File: src/rtl/matmul_stream_engine.sv
// matmul_stream_engine: sequential NxN signed matrix multiplier.
// Operands stream in one element per beat (A then B, row-major). One shared
// MAC builds each C element over N cycles. Results stream out row-major,
// either saturated or wrapped to OUT_W bits, with a sticky overflow flag.
module matmul_stream_engine #(
    parameter int N     = 2,
    parameter int DW    = 4,
    parameter int OUT_W = 8,
    parameter int SAT   = 1
) (
    input  logic             clk,
    input  logic             rst_n,
    input  logic             ena,
    input  logic             clear,
    input  logic             in_valid,
    output logic             in_ready,
    input  logic [DW-1:0]    in_data,
    output logic             out_valid,
    input  logic             out_ready,
    output logic [OUT_W-1:0] out_data,
    output logic             out_last,
    output logic             busy,
    output logic             ovf
);
    localparam int NN    = N * N;
    localparam int IDX_W = $clog2(NN);
    localparam int IW    = $clog2(N);
    localparam int ACC_W = 2 * DW + $clog2(N);
    // Comparison width wide enough for both the accumulator and the output range
    localparam int CW    = ((ACC_W > OUT_W) ? ACC_W : OUT_W) + 1;
    localparam logic signed [CW-1:0] OUT_MAX = CW'((64'sd1 <<< (OUT_W - 1)) - 64'sd1);
    localparam logic signed [CW-1:0] OUT_MIN = ~OUT_MAX;

    typedef enum logic [1:0] {S_LOAD_A, S_LOAD_B, S_MAC, S_OUT} state_t;

    state_t                  state_q, state_d;
    logic [IDX_W-1:0]        idx_q, idx_d;
    logic [IW-1:0]           i_q, i_d, j_q, j_d, k_q, k_d;
    logic signed [ACC_W-1:0] acc_q, acc_d;
    logic                    ovf_q, ovf_d;
    logic [OUT_W-1:0]        out_data_q, out_data_d;
    logic signed [DW-1:0]    a_mem_q [NN];
    logic signed [DW-1:0]    b_mem_q [NN];
    logic                    a_we, b_we;

    logic [IDX_W-1:0]        a_addr, b_addr;
    logic signed [2*DW-1:0]  prod;
    logic signed [ACC_W-1:0] prod_ext, acc_sum;
    logic signed [CW-1:0]    sum_w;
    logic [OUT_W-1:0]        conv_data;
    logic                    not_repr;
    logic                    last_i, last_j, last_k, accept;

    assign last_i = (i_q == IW'(N - 1));
    assign last_j = (j_q == IW'(N - 1));
    assign last_k = (k_q == IW'(N - 1));

    assign in_ready  = rst_n & ena & ((state_q == S_LOAD_A) | (state_q == S_LOAD_B));
    assign accept    = in_valid & in_ready;
    assign out_valid = ena & (state_q == S_OUT);
    assign out_last  = out_valid & last_i & last_j;
    assign busy      = (state_q == S_MAC) | (state_q == S_OUT);
    assign ovf       = ovf_q;
    assign out_data  = out_data_q;

    // MAC datapath: full-precision product, sign-extended into the accumulator,
    // then range-checked and converted to the output width
    always_comb begin
        a_addr   = IDX_W'(i_q) * IDX_W'(N) + IDX_W'(k_q);
        b_addr   = IDX_W'(k_q) * IDX_W'(N) + IDX_W'(j_q);
        prod     = a_mem_q[a_addr] * b_mem_q[b_addr];
        prod_ext = {{(ACC_W - 2 * DW){prod[2*DW-1]}}, prod};
        acc_sum  = acc_q + prod_ext;
        sum_w    = {{(CW - ACC_W){acc_sum[ACC_W-1]}}, acc_sum};
        not_repr = (sum_w > OUT_MAX) || (sum_w < OUT_MIN);
        conv_data = sum_w[OUT_W-1:0];
        if (SAT != 0) begin
            if (sum_w > OUT_MAX) begin
                conv_data = OUT_MAX[OUT_W-1:0];
            end else if (sum_w < OUT_MIN) begin
                conv_data = OUT_MIN[OUT_W-1:0];
            end
        end
    end

    // Next-state logic; clear wins over every handshake, ena=0 freezes everything
    always_comb begin
        state_d    = state_q;
        idx_d      = idx_q;
        i_d        = i_q;
        j_d        = j_q;
        k_d        = k_q;
        acc_d      = acc_q;
        ovf_d      = ovf_q;
        out_data_d = out_data_q;
        a_we       = 1'b0;
        b_we       = 1'b0;
        if (clear) begin
            state_d = S_LOAD_A;
            idx_d   = '0;
            i_d     = '0;
            j_d     = '0;
            k_d     = '0;
            acc_d   = '0;
            ovf_d   = 1'b0;
        end else if (ena) begin
            case (state_q)
                S_LOAD_A: begin
                    if (accept) begin
                        a_we = 1'b1;
                        if (idx_q == '0) ovf_d = 1'b0;
                        if (idx_q == IDX_W'(NN - 1)) begin
                            idx_d   = '0;
                            state_d = S_LOAD_B;
                        end else begin
                            idx_d = idx_q + IDX_W'(1);
                        end
                    end
                end
                S_LOAD_B: begin
                    if (accept) begin
                        b_we = 1'b1;
                        if (idx_q == IDX_W'(NN - 1)) begin
                            idx_d   = '0;
                            i_d     = '0;
                            j_d     = '0;
                            k_d     = '0;
                            acc_d   = '0;
                            state_d = S_MAC;
                        end else begin
                            idx_d = idx_q + IDX_W'(1);
                        end
                    end
                end
                S_MAC: begin
                    acc_d = acc_sum;
                    if (last_k) begin
                        // Result is latched here so it is stable for the whole OUT phase
                        k_d        = '0;
                        out_data_d = conv_data;
                        if (not_repr) ovf_d = 1'b1;
                        state_d    = S_OUT;
                    end else begin
                        k_d = k_q + IW'(1);
                    end
                end
                S_OUT: begin
                    if (out_ready) begin
                        acc_d = '0;
                        if (last_i && last_j) begin
                            i_d     = '0;
                            j_d     = '0;
                            state_d = S_LOAD_A;
                        end else begin
                            if (last_j) begin
                                j_d = '0;
                                i_d = i_q + IW'(1);
                            end else begin
                                j_d = j_q + IW'(1);
                            end
                            state_d = S_MAC;
                        end
                    end
                end
                default: state_d = S_LOAD_A;
            endcase
        end
    end

    // Control and datapath registers
    always_ff @(posedge clk or negedge rst_n) begin
        if (!rst_n) begin
            state_q    <= S_LOAD_A;
            idx_q      <= '0;
            i_q        <= '0;
            j_q        <= '0;
            k_q        <= '0;
            acc_q      <= '0;
            ovf_q      <= 1'b0;
            out_data_q <= '0;
        end else begin
            state_q    <= state_d;
            idx_q      <= idx_d;
            i_q        <= i_d;
            j_q        <= j_d;
            k_q        <= k_d;
            acc_q      <= acc_d;
            ovf_q      <= ovf_d;
            out_data_q <= out_data_d;
        end
    end

    // Operand storage: one element written per accepted beat at the load index
    always_ff @(posedge clk or negedge rst_n) begin
        if (!rst_n) begin
            for (int e = 0; e < NN; e++) begin
                a_mem_q[e] <= '0;
                b_mem_q[e] <= '0;
            end
        end else begin
            if (a_we) a_mem_q[idx_q] <= in_data;
            if (b_we) b_mem_q[idx_q] <= in_data;
        end
    end
endmodule

File: config.mk
export PLATFORM = sky130hd
export DESIGN_NAME = matmul_stream_engine
export DESIGN_NICKNAME = d
export VERILOG_FILES = /design/src/rtl/matmul_stream_engine.sv
export SDC_FILE = /design/constraint.sdc
export NUM_CORES = 1
export LEC_CHECK = 0
export CAP_MARGIN = 20
export CORE_MARGIN = 2
export CORE_UTILIZATION = 60
export DETAILED_ROUTE_END_ITERATION = 8
export GPL_TIMING_DRIVEN = 1
export PLACE_DENSITY = 0.81
export RECOVER_POWER = 100
export SLEW_MARGIN = 10
export SYNTH_ARGS = -nofsm -noshare
export SYNTH_HDL_FRONTEND = slang
export SYNTH_SLANG_ARGS = --single-unit
export TNS_END_PERCENT = 20
File: constraint.sdc
create_clock -name clk -period 9.1 [get_ports clk]
set_clock_uncertainty 0.1 [all_clocks]
set_input_delay 1.82 -clock clk [delete_from_list [all_inputs] [get_ports clk]]
set_output_delay 1.82 -clock clk [all_outputs]
set_load 0.005 [all_outputs]
## Word-level counts from Yosys, hierarchy flattened

Cells that the tools add are included.

| word-level totals | value |
|---|---|
| flip-flop bits (word level) | 57 |
| output and inout bits | 13 |
| word-level logic and storage cells | 141 |
| input bits | 10 |

| cells by class | value |
|---|---|
| $add $sub $neg | 7 |
| mux-type cells | 65 |
| eq/ne operators | 13 |
| bitwise gates (word level) | 12 |
| $mul | 1 |
| order comparisons | 6 |
| reduce and logical (&&, ||, !) cells | 21 |

Operators by type and width:

| cell | number |
|---|---|
| 2-to-1 mux 9 bit | 5 |
| bitwise mux 16 bit | 2 |
| 2-to-1 mux 1 bit | 28 |
| 2-to-1 mux 2 bit | 14 |
| one-hot mux 9 bit (3 select lines) | 1 |
| 2-to-1 mux 4 bit | 5 |
| binary-select mux 4 bit (select 2 bit) | 2 |
| 2-to-1 mux 8 bit | 2 |
| != test 3 bit (second input constant) | 5 |
| AND reduction 6 bit | 2 |
| AND reduction 5 bit | 2 |
| adder 9 x 8 -> 9 bit | 1 |
| greater-or-equal comparator 3 bit (second input constant) | 3 |
| greater-than comparator 9 x 8 -> 1 bit (second input constant) | 1 |
| less-than comparator 9 x 8 -> 1 bit (second input constant) | 1 |
| != test 3 x 2 -> 1 bit (second input constant) | 3 |
| inverter 2 -> 3 bit | 3 |
| nonzero test 3 bit | 3 |
| demux 4 bit (select 2 bit) | 1 |
| multiplier 4 x 4 -> 8 bit | 1 |
| one-hot mux 1 bit (2 select lines) | 4 |
| one-hot mux 2 bit (4 select lines) | 1 |
| AND reduction 4 bit | 2 |
| AND reduction 7 bit | 1 |
| other kinds (17) | 32 |

## Depth between registers and ports, before layout

| logic depth | value |
|---|---|
| depth in word-level cells | 14 |
| depth in mapped cells | 17 |
| mapped depth without buffers | 15 |

## Worst setup path before layout

OpenSTA, ideal clock, no wires.

| path | value |
|---|---|
| path kind | reg-to-reg |
| start | register k_q |
| end | register out_data_q[0], in the netlist out_data[0] |
| required time | 8.874 ns |
| arrival | 4.796 ns |
| path slack | 4.078 ns |
| buffers on the path | 2 |
| period minus slack after synthesis | 5.022 ns |
| cell stages (with the launch flop) | 16 |
| library setup time | 0.126 ns |
| cells stage by stage | dfrtp_1 -> buf_6 -> clkbuf_1 -> mux4_2 -> and2_1 -> fa_1 -> fa_1 -> inv_1 -> fa_1 -> inv_1 -> ha_1 -> a21oi_1 -> o211a_1 -> nor3_1 -> a21oi_2 -> a221o_1 |

| on the way | value |
|---|---|
| cells in the longest elaborated chain, start to end | 10 |
| elaborated cells between the ends (all ways) | 17 |
| classes of those cells | add/sub (3); mul (1); order compare (2); mux (8); bitwise (2); reduce/logical (1) |

Ends and longest elaborated chain:

| element | RTL line | text |
|---|---|---|
| from (decl) | 38 | `logic [IW-1:0] i_q, i_d, j_q, j_d, k_q, k_d;` |
| from (signal assigned) | 186 | `k_q <= k_d;` |
| adder 2 x 1 -> 2 bit (on tied branches) | 69, 70 |  |
| inverter 2 -> 3 bit (implied by the code) | 71 | `prod = a_mem_q[a_addr] * b_mem_q[b_addr];` |
| binary-select mux 4 bit (select 2 bit) | 71 |  |
| 2-to-1 mux 4 bit (implied by the code) (2 in series) | 71 |  |
| multiplier 4 x 4 -> 8 bit | 71 |  |
| adder 9 x 8 -> 9 bit | 73 | `acc_sum = acc_q + prod_ext;` |
| less-than comparator 9 x 8 -> 1 bit | 80 | `end else if (sum_w < OUT_MIN) begin` |
| 2-to-1 mux 8 bit | 80 |  |
| 2-to-1 mux 8 bit | 78 | `if (sum_w > OUT_MAX) begin` |
| to (signal assigned) | 189 | `out_data_q <= out_data_d;` |
| to (decl) | 41 | `logic [OUT_W-1:0] out_data_q, out_data_d;` |

Several ways; a longest one is shown, not always the timed one. The select of a mux whose other input is x is not followed.
A chain may end at the register's enable or synchronous reset.

## Worst setup path after layout

| path | value |
|---|---|
| start | input port rst_n |
| end | output port in_ready |

| on the way | value |
|---|---|
| cells in the longest elaborated chain, start to end | 2 |

Ends and longest elaborated chain:

| element | RTL line | text |
|---|---|---|
| from (decl) | 12 | `input logic rst_n,` |
| AND 1 bit (2 in series) | 58 | `assign in_ready = rst_n & ena & ((state_q == S_LOAD_A) \| (state_q == S_LOAD_B));` |
| to (decl) | 16 | `output logic in_ready,` |

No other way between the ends.

==> flow_metrics.env <==
export IMPL_fin_crit_sh_pct=75.27
export IMPL_final_hold_violation_count=0
export IMPL_multiInputGateArea_mm2=0.001992
export IMPL_grt_max_degree=61
export IMPL_synth_commonest_cells="dfrtp_1 (57), inv_1 (41), mux2_2 (34), nand2_1 (34), ha_1 (23)"
export IMPL_critPathLaunchType="input port"
export IMPL_status="complete, but fails checks"
export IMPL_hp_class="register to register"
export IMPL_grt_pass1_wl_mm=11.52
export IMPL_wl_per_cell_um=16.04
export IMPL_cts_tree="yes"
export IMPL_synth_edf_count=0
export IMPL_synth_most_common_cell="dfrtp_1"
export IMPL_ant_nets=0
export IMPL_io_pins=23
export IMPL_synthDistinctLibCells=43
export IMPL_first_iter_violations=110
export IMPL_clock_sinks=57
export IMPL_areaGrowthSynthToFinish_pct=11.86
export IMPL_final_seq_area_mm2=0.001426
export IMPL_drc=0
export IMPL_nets=403
export IMPL_syn_inst=331
export IMPL_critical_path_class="input port to primary output"
export IMPL_core_mm2=0.005886
export IMPL_cts_resized_gates=0
export IMPL_cts_clk_slew_worst_paths_ns=0.06
export IMPL_fp_row_count=28
export IMPL_htree_levels=3
export IMPL_path_delay_family="buffers and inverters"
export IMPL_power_density_mw_per_mm2=239.7
export IMPL_slew_headroom_pct=-105.8
export IMPL_viasPerCell=5.748
export IMPL_antenna_found_initial=0
export IMPL_ys_async_sr_fraction_pct=100.0
export IMPL_power_leakage_uw=0.002016
export IMPL_synthesis_nets=380
export IMPL_die_w_um=81.89
export IMPL_slowest_delay_ns=2.16
export IMPL_crit_path_top_delay_cell="clkbuf_1"
export IMPL_dp_hpwl_mm=5.162
export IMPL_start_util_pct=61.84
export IMPL_cp_num_buf_inv=4
export IMPL_synth_cell_area_mm2=0.003640
export IMPL_synth_top_area_share_pct=39.19
export IMPL_violations="max-capacitance violations, max-slew violations"
export IMPL_gp_congestion=0.7771
export IMPL_ir_drop_v=0.0001499
export IMPL_first_pass_iters=7
export IMPL_avgSynthCellArea_um2=11.00
export IMPL_worstPathArrival_ns=4.93
export IMPL_cp_required_ns=7.18
export IMPL_port_buffers=22
export IMPL_grt_use_total_pct=23.04
export IMPL_cts_setup_buffers=0
export IMPL_die_area_mm2=0.006705
export IMPL_max_cap_violations=1
export IMPL_clock_latency_ns=0.33
export IMPL_num_vias=2483
export IMPL_fillers=446
export IMPL_fin_tns_setup_ns=0
export IMPL_yosys_top_cells_area="dfrtp_1 (39%), mux2_2 (11%), fa_1 (8.8%)"
export IMPL_fin_crit_ns=6.849
export IMPL_clk_path_buf_depth=2
export IMPL_yosysTopAreaCell="dfrtp_1"
export IMPL_grt_pass1_vias=2472
export IMPL_grt_overflow=0
export IMPL_final_util_pct=69.18
export IMPL_worst_setup_path_end_kind="primary output"
export IMPL_setup_viol=0
export IMPL_fmax_mhz=146.0
export IMPL_holdBufCountCts=0
export IMPL_rsz0062_at_grt="no"
export IMPL_slew_violations=61
export IMPL_path_max_fanout=60
export IMPL_synth_seq_cells=57
export IMPL_num_antenna_cells=0
export IMPL_cts_buffers=9
export IMPL_yosysSeqAreaShare_pct=39.19
export IMPL_ys_warn_count=0
export IMPL_path_cells="buf_2, clkbuf_1, inv_1, nor2_1, clkdlybuf4s50_1"
export IMPL_worst_slew_pin_slew_ns=3.087
export IMPL_synthFlopType="dfrtp_1"
export IMPL_die_height_um=81.89
export IMPL_drt_total_wl_mm=6.931
export IMPL_root_buffer="clkbuf_8"
export IMPL_drive_gt1_share_pct=17.09
[power breakdown]
group          total [uW]  leakage [uW]  switching [uW]  internal [uW]
combinational         437       0.00114             248            190
sequential            312      0.000778            24.9            287
clock                 227     0.0000978            97.5            129
[through the flow]
| step | power, uW | instance area (um^2) | hold slack [ns] | instances | worst slack, ns |
|---|---|---|---|---|---|
| 2_1_floorplan | 644.8 | 3640 | 0.3498 | 331 | 4.078 |
| 3_3_place_gp | 749.4 | 3895 | 0.3631 | 417 | 3.812 |
| 3_5_place_dp | 764.7 | 3895 | 0.3762 | 417 | 3.682 |
| 4_1_cts | 995.6 | 4078 | 0.3906 | 431 | 3.630 |
| 5_1_grt | 1054 | 4071 | 0.4065 | 432 | 1.632 |
| 6_report | 976.0 | 4071 | 0.3739 | 432 | 2.251 |
[tightest hold or removal path, delay by kind of cell, from the launching register on]
kind             cells  cell delay, ns
AND/OR/NAND/NOR      1            0.06
AO/OA/AOI/OAI        1            0.05
flip-flops           1            0.34
[cell usage in the layout (no fill, tap or decap), drive strengths merged]
cell,instances
nor4b,1
buf,1
ha,23
bufinv,1
maj3,1
o21bai,2
a211oi,2
nor3,10
o21ai,17
xnor2,6
xnor3,1
o211ai,1
nor4,1
nand3,1
clkdlybuf4s50,9
nor2,16
fa,16
o31ai,4
o211a,1
dlygate4sd3,12
a22o,2
nand2,35
nand2b,3
and2,11
inv,41
clkinv,3
nand4b,1
a31oi,2
clkbuf,12
a221o,5
a21o,1
nand4,1
xor2,1
mux4,8
a21oi,11
dfrtp,57
mux2,34
mux2i,3
[cell type report]
cell class / instances / area share, %
Sequential cell: 57 / 35.03
Inverter: 41 / 3.780
Clock inverter: 4 / 1.106
Clock buffer: 10 / 3.380
Multi-Input combinational cell: 221 / 48.92
Tap cell: 75 / 2.305
Timing Repair Buffer: 24 / 5.470
[registers in the layout, indices dropped and copies added (netlist names)]
signal	count
b_mem_q	16
j_q	1
a_mem_q	16
k_q	1
i_q	1
state_q	2
ovf	1
idx_q	2
out_data	8
acc_q	9
[final timing paths]
check	to	cells past startpoint	start	slack [ns]
worst min register to register	out_data[6]	2	out_data[6]	0.37
max in group asynchronous	a_mem_q[11]	2	rst_n	4.64
min in group asynchronous	acc_q[4]	2	rst_n	2.49
worst min-delay path	out_data[6]	2	out_data[6]	0.37
worst max register to register	out_data[2]	14	k_q	3.53
worst max-delay path	in_ready	5	rst_n	2.25
[layer usage]
metal  wire, um  GRT usage, %  up-vias
met2       3557         38.13       52
li1           -             -     1179
met5          0             0        -
met4        142         10.50        0
met3        200         4.505       14
met1       3030         29.31     1238
[cell families (layout without fill, tap and decap cells)]
logic type      count (synthesis)  count (layout)  synth area share [%]
mux                            45              45                 16.60
xor+xnor                        8               8                 2.338
fa+ha+maj                      40              40                 17.02
buf+inv                        53              79                 5.913
flops                          57              57                 39.19
simple gates                   80              80                 10.31
compound gates                 48              48                 8.629
Power figures use the tool's default switching activity.
